[src/rtl/cv32e_data_pkg.sv]
// Shared widths and transaction types for the CV32E data-interface initiator.
package cv32e_data_pkg;

  localparam int unsigned CV32E_ADDR_W = 32;
  localparam int unsigned CV32E_DATA_W = 32;
  localparam int unsigned CV32E_BE_W   = CV32E_DATA_W / 8;

  typedef struct packed {
    logic                    we;
    logic [CV32E_ADDR_W-1:0] addr;
    logic [CV32E_BE_W-1:0]   be;
    logic [CV32E_DATA_W-1:0] wdata;
  } cmd_t;

  typedef struct packed {
    logic [CV32E_DATA_W-1:0] rdata;
    logic                    we;
    logic                    err;
  } rsp_t;

endpackage

[src/rtl/sync_fifo.sv]
// Small synchronous FIFO with occupancy count; head entry is presented combinationally.
module sync_fifo #(
  parameter  int unsigned WIDTH = 8,
  parameter  int unsigned DEPTH = 2,
  localparam int unsigned PTR_W = (DEPTH > 1) ? $clog2(DEPTH) : 1,
  localparam int unsigned CNT_W = $clog2(DEPTH + 1)
) (
  input  logic             clk_i,
  input  logic             reset_i,
  input  logic             push_i,
  input  logic [WIDTH-1:0] push_data_i,
  input  logic             pop_i,
  output logic [WIDTH-1:0] pop_data_o,
  output logic             full_o,
  output logic             empty_o,
  output logic [CNT_W-1:0] count_o
);

  logic [WIDTH-1:0] mem_q [DEPTH];
  logic [PTR_W-1:0] wr_ptr_q, rd_ptr_q;
  logic [CNT_W-1:0] cnt_q;
  logic             do_push, do_pop;

  function automatic logic [PTR_W-1:0] next_ptr(input logic [PTR_W-1:0] p);
    return (p == PTR_W'(DEPTH - 1)) ? '0 : p + PTR_W'(1);
  endfunction

  assign full_o     = (cnt_q == CNT_W'(DEPTH));
  assign empty_o    = (cnt_q == '0);
  assign count_o    = cnt_q;
  assign pop_data_o = mem_q[rd_ptr_q];
  assign do_pop     = pop_i & ~empty_o;
  // A push into a full FIFO is accepted only when the head leaves in the same cycle.
  assign do_push    = push_i & (~full_o | do_pop);

  always_ff @(posedge clk_i or negedge reset_i) begin
    if (!reset_i) begin
      for (int unsigned i = 0; i < DEPTH; i++) mem_q[i] <= '0;
      wr_ptr_q <= '0;
      rd_ptr_q <= '0;
      cnt_q    <= '0;
    end else begin
      if (do_push) begin
        mem_q[wr_ptr_q] <= push_data_i;
        wr_ptr_q        <= next_ptr(wr_ptr_q);
      end
      if (do_pop) rd_ptr_q <= next_ptr(rd_ptr_q);
      case ({do_push, do_pop})
        2'b10:   cnt_q <= cnt_q + CNT_W'(1);
        2'b01:   cnt_q <= cnt_q - CNT_W'(1);
        default: cnt_q <= cnt_q;
      endcase
    end
  end

endmodule

[src/rtl/cv32e_data_initiator.sv]
// OBI-style data-bus master: one-deep request register, in-order buffered responses.
module cv32e_data_initiator
  import cv32e_data_pkg::*;
#(
  parameter int unsigned RSP_DEPTH  = 2,
  parameter int unsigned ADDR_WIDTH = CV32E_ADDR_W,
  parameter int unsigned DATA_WIDTH = CV32E_DATA_W
) (
  input  logic                    clk_i,
  input  logic                    reset_i,
  input  logic                    cmd_valid_i,
  output logic                    cmd_ready_o,
  input  logic                    cmd_we_i,
  input  logic [ADDR_WIDTH-1:0]   cmd_addr_i,
  input  logic [DATA_WIDTH/8-1:0] cmd_be_i,
  input  logic [DATA_WIDTH-1:0]   cmd_wdata_i,
  output logic                    rsp_valid_o,
  input  logic                    rsp_ready_i,
  output logic [DATA_WIDTH-1:0]   rsp_rdata_o,
  output logic                    rsp_we_o,
  output logic                    rsp_err_o,
  output logic                    data_req_o,
  input  logic                    data_gnt_i,
  output logic [ADDR_WIDTH-1:0]   data_addr_o,
  output logic                    data_we_o,
  output logic [DATA_WIDTH/8-1:0] data_be_o,
  output logic [DATA_WIDTH-1:0]   data_wdata_o,
  input  logic                    data_rvalid_i,
  input  logic [DATA_WIDTH-1:0]   data_rdata_i,
  input  logic                    data_err_i,
  output logic                    busy_o,
  output logic                    proto_err_o
);

  // Handshake: cmd and rsp transfer on a rising edge where valid and ready are both high;
  // valid never depends on ready. Bus address phase completes on data_req_o & data_gnt_i.

  localparam int unsigned CNT_W  = $clog2(RSP_DEPTH + 1);
  localparam int unsigned USED_W = CNT_W + 2;

  cmd_t              req_q;
  logic              req_valid_q;
  logic              proto_err_q;
  logic              accept, granted, rsp_push, rsp_pop;
  logic              out_we, out_full, out_empty;
  logic [CNT_W-1:0]  out_count, rsp_count;
  logic              rsp_full, rsp_empty;
  rsp_t              rsp_in, rsp_out;
  logic [USED_W-1:0] used;
  logic              unused_full;

  // Slots are reserved at command accept, so every bus response already has FIFO room.
  assign used        = USED_W'(req_valid_q) + USED_W'(out_count) + USED_W'(rsp_count);
  assign cmd_ready_o = (~req_valid_q | data_gnt_i) & (used < USED_W'(RSP_DEPTH));
  assign accept      = cmd_valid_i & cmd_ready_o;
  assign granted     = req_valid_q & data_gnt_i;
  assign rsp_push    = data_rvalid_i & ~out_empty;
  assign rsp_pop     = rsp_valid_o & rsp_ready_i;
  assign unused_full = out_full | rsp_full;

  always_ff @(posedge clk_i or negedge reset_i) begin
    if (!reset_i) begin
      req_valid_q <= 1'b0;
      req_q       <= '0;
    end else if (accept) begin
      req_valid_q <= 1'b1;
      req_q       <= '{we: cmd_we_i, addr: cmd_addr_i, be: cmd_be_i, wdata: cmd_wdata_i};
    end else if (granted) begin
      req_valid_q <= 1'b0;
    end
  end

  // A beat with nothing outstanding is dropped and flagged until reset.
  always_ff @(posedge clk_i or negedge reset_i) begin
    if (!reset_i) proto_err_q <= 1'b0;
    else if (data_rvalid_i & out_empty) proto_err_q <= 1'b1;
  end

  sync_fifo #(.WIDTH(1), .DEPTH(RSP_DEPTH)) u_out_fifo (
    .clk_i       (clk_i),
    .reset_i     (reset_i),
    .push_i      (granted),
    .push_data_i (req_q.we),
    .pop_i       (rsp_push),
    .pop_data_o  (out_we),
    .full_o      (out_full),
    .empty_o     (out_empty),
    .count_o     (out_count)
  );

  always_comb begin
    rsp_in       = '0;
    rsp_in.rdata = out_we ? '0 : data_rdata_i;
    rsp_in.we    = out_we;
    rsp_in.err   = data_err_i;
  end

  sync_fifo #(.WIDTH($bits(rsp_t)), .DEPTH(RSP_DEPTH)) u_rsp_fifo (
    .clk_i       (clk_i),
    .reset_i     (reset_i),
    .push_i      (rsp_push),
    .push_data_i (rsp_in),
    .pop_i       (rsp_pop),
    .pop_data_o  (rsp_out),
    .full_o      (rsp_full),
    .empty_o     (rsp_empty),
    .count_o     (rsp_count)
  );

  assign rsp_valid_o  = ~rsp_empty;
  assign rsp_rdata_o  = rsp_out.rdata;
  assign rsp_we_o     = rsp_out.we;
  assign rsp_err_o    = rsp_out.err;
  assign data_req_o   = req_valid_q;
  assign data_addr_o  = req_q.addr;
  assign data_we_o    = req_q.we;
  assign data_be_o    = req_q.be;
  assign data_wdata_o = req_q.wdata;
  assign busy_o       = (used != '0);
  assign proto_err_o  = proto_err_q;

endmodule

[config.mk]
export PLATFORM = sky130hd
export DESIGN_NAME = cv32e_data_initiator
export DESIGN_NICKNAME = d
export VERILOG_FILES = /design/src/rtl/cv32e_data_pkg.sv /design/src/rtl/sync_fifo.sv /design/src/rtl/cv32e_data_initiator.sv
export SDC_FILE = /design/constraint.sdc
export NUM_CORES = 1
export LEC_CHECK = 0
export CORE_UTILIZATION = 40
export CTS_CLUSTER_SIZE = 25
export DETAILED_ROUTE_END_ITERATION = 12
export PLACE_DENSITY_LB_ADDON = 0.05
export SYNTH_ARGS = -nofsm -noshare
export SYNTH_HDL_FRONTEND = slang
export SYNTH_SLANG_ARGS = --single-unit
[constraint.sdc]
create_clock -name clk_i -period 2.75 [get_ports clk_i]
set_clock_uncertainty 0.1 [all_clocks]
set_input_delay 0.55 -clock clk_i [delete_from_list [all_inputs] [get_ports clk_i]]
set_output_delay 0.55 -clock clk_i [all_outputs]
set_load 0.005 [all_outputs]
==> impl_metrics.yaml <==
synthesis:
  ys_ff_latch: 149
  yosysWarnings: 0
  synth_seq_area_share: 0.580
  netlist_instances: 418
  synth-edff-count: 0
  synth-simple-area-share: 0.0506
  synth-main-ff-cell: "dfrtp_1"
  ys_top_cells_by_count: "dfrtp_1 (149), mux2_2 (141), and2_1 (33), mux2_4 (29), buf_2 (10)"
  netlist_area_sq_mm: 0.00643
  synth_top_cell_by_area: "dfrtp_1"
  synth_top_family_by_area: "multiplexers"
  synth_top_cell_area_share: 0.580
  synth_xor_area_frac: 0.0136
  synthMuxAreaShare: 0.319
  synth_nets: 530
  synthAdderAreaFrac: 0.0101
  synth_cell_types: 29
  synth_area_leaders: "dfrtp_1 (58%), mux2_2 (25%), mux2_4 (6.8%)"
  async_flop_share: 1.00
  avgSynthCellArea_sq_um: 15.4
  synth.most_common_cell: "dfrtp_1"
  synth_compound_area_frac: 0.00350
setup_path:
  reg2reg_to: "data_wdata_o[25]"
  cp.arrival_ns: 1.99
  start_kind: "flip-flop"
  required_ns: 2.10
  crit_path_max_fanout: 3
  path_cells: "inv_2 -> fa_2 -> fa_1 -> and3_1 -> buf_2"
  end_kind: "output port"
  r2r-start: "u_rsp_fifo.count_o[0]"
  crit_path_top_delay_cell: "fa_1"
  path_buf_inv: 2
  slowest_delay_ns: 0.52
  cp_top_family: "adder cells"
  reg2reg_depth: 6
  timing.setup.critical_path_class: "flip-flop to output port"
  rrSetupSlack_ns: 0.33
sta:
  finalCritPeriodShare: 0.959
  max_freq_mhz: 379
  setup_violations: 0
  maxSlewViolCount: 0
  worst_pin_slew_ns: 0.414
  maxSlewHeadroom: 0.724
  setup_ws_ns: 0.111
  hold_viol: 0
  period_minus_slack_ns: 2.64
  tns_ns: 0
power:
  p_leak_uw: 0.00408
  cellPowerDensity_mw_per_mm2: 1270
  peakVddDrop_v: 0.000645
flow_run:
  max-cap-violations: 0
cts:
  clk_pin_slew_ns: 0.06
  cts-buffers-inserted: 17
  root_buffer: "clkbuf_16"
  cts_buffer_depth: 2
  clock_latency_ns: 0.41
  cts_tree: "done"
  clock-sinks: 149
  cts_max_level: 4
floorplanning:
  die_y_um: 129
  dieArea_sq_mm: 0.0166
  row_count: 45
  start_util: 0.417
  ios: 216
  core_region_area_sq_mm: 0.0154
  die_w_um: 129
placement:
  port_buffers: 215
  gp_congestion: 0.732
  place_inst: 837
  dp_hpwl_um: 10300
  dp_slack_ns: 0.0485
final_layout:
  drive_above_1_share: 0.340
  regArea_sq_mm: 0.00373
  n_antenna_cell: 0
  stdcell_count: 870
  multi_input_area_sq_mm: 0.00257
  layout.nets: 760
  area_delta_synth_final_pct: 47.5
  n_fill_cell: 1222
worst_hold_path:
  worstHoldStart: "u_rsp_fifo.mem_q[4]"
  hold_path_depth: 1
  hold_end: "u_rsp_fifo.mem_q[4]"
  hp-class: "flip-flop to flip-flop"
route:
  drtIter0Drc: 130
  totalWireLength_um: 15000
  drc: 0
  vias: 4098
  wire_per_inst_um: 17.2
  postRouteAntennaNets: 0
  dr.pass1.iters: 4
  vias_per_cell: 4.71
global_route:
  grt_overflow: 0
  grt_pass1_vias: 4666
  antenna_found_initial: 0
  gr-usage-all-layers: 0.192
  grt_pass1_wl_um: 24000
  grt_max_degree: 71
status:
  outcome: "finished, final reports clean"
how the worst max path moves through the flow:
stage	from	end	slack [ns]	depth (start not counted)
global route	u_out_fifo.count_o[0]	cmd_ready_o	-0.003	5
global placement	data_req_o	cmd_ready_o	0.06	5
detailed placement	data_req_o	cmd_ready_o	0.05	5
finish	u_rsp_fifo.count_o[0]	cmd_ready_o	0.11	5
CTS	u_rsp_fifo.count_o[0]	busy_o	0.02	5
floorplan	u_out_fifo.count_o[0]	data_addr_o[0]	0.41	6
kinds of logic (layout without fill, tap and decap cells):
family,after synthesis,count (layout)
xor gates and xnor gates,10,10
AOI/OAI and AO/OA,3,3
DFF,149,149
muxes,173,173
buffers and inverters,28,269
and+or+nand+nor,51,51
adders and majority gates,4,4
routing by layer:
layer / share of wire / vias up / global-route usage
li1: - / 1913 / -
met1: 0.40 / 2037 / 0.217
met2: 0.49 / 142 / 0.316
met3: 0.10 / 6 / 0.101
met4: 0.0064 / 0 / 0.0581
met5: 0 / - / 0
per-stage QoR:
step / util / hold WS, ns / instance area [sq um] / total power, uW
6_report: 0.615 / 0.398 / 9490 / 12000
3_3_place_gp: 0.577 / 0.377 / 8900 / 9700
3_5_place_dp: 0.577 / 0.387 / 8900 / 9860
4_1_cts: 0.615 / 0.400 / 9490 / 12200
2_1_floorplan: - / 0.154 / 6430 / 7000
5_1_grt: 0.615 / 0.410 / 9490 / 12800
worst register-to-register path, stage by stage (launching register included):
cell     delay, ns
dfrtp_1       0.37
inv_2         0.05
fa_2          0.38
fa_1          0.48
nand4_1       0.17
buf_12        0.32
mux2_2        0.46
timing repair:
action,4_1_cts,5_1_grt
endpoints found under the setup margin,2,2
setup buffers,1,1
pin swaps,3,1
gates resized for setup,8,1
endpoints found under the hold margin,40,0
hold buffers,1,0
sequential cells by signal (all words and copies together) (netlist names):
register	count
u_rsp_fifo.mem_q	68
data_addr_o	32
data_wdata_o	32
data_be_o	4
u_out_fifo.count_o	2
u_out_fifo.mem_q	2
u_rsp_fifo.count_o	2
data_req_o	1
data_we_o	1
proto_err_o	1
u_out_fifo.rd_ptr_q	1
u_out_fifo.wr_ptr_q	1
u_rsp_fifo.rd_ptr_q	1
u_rsp_fifo.wr_ptr_q	1
layout by cell type (no fill, tap or decap), types with 2 or more instances in the layout:
master and count:
mux2i_1 2, nor3b_1 2, or2_2 2, nand2_1 4
nor2_1 2, ha_1 2, buf_4 10, mux2_2 141
clkbuf_8 4, and2_1 33, clkbuf_16 17, clkdlybuf4s50_1 212
buf_12 5, xnor2_1 9, dfrtp_1 148, bufinv_16 2
clkbuf_1 5, mux2_4 29, inv_1 7, clkinv_2 2
area by class of cell:
| cell class | count | area share |
|---|---|---|
| clock buffer | 26 | 0.0526 |
| multi-input combinational | 241 | 0.271 |
| inverter | 8 | 0.00316 |
| timing repair buffer | 231 | 0.245 |
| clock inverter | 4 | 0.00738 |
| sequential | 149 | 0.393 |
| tap | 211 | 0.0278 |
power breakdown:
part / switching, uW / internal (uW) / leakage [uW]
Combinational: 2010 / 3850 / 0.00200
Clock: 844 / 1420 / 0.000280
Sequential: 586 / 3320 / 0.00180
Total: 3440 / 8590 / 0.00408
(Power assumes the default switching activity.)
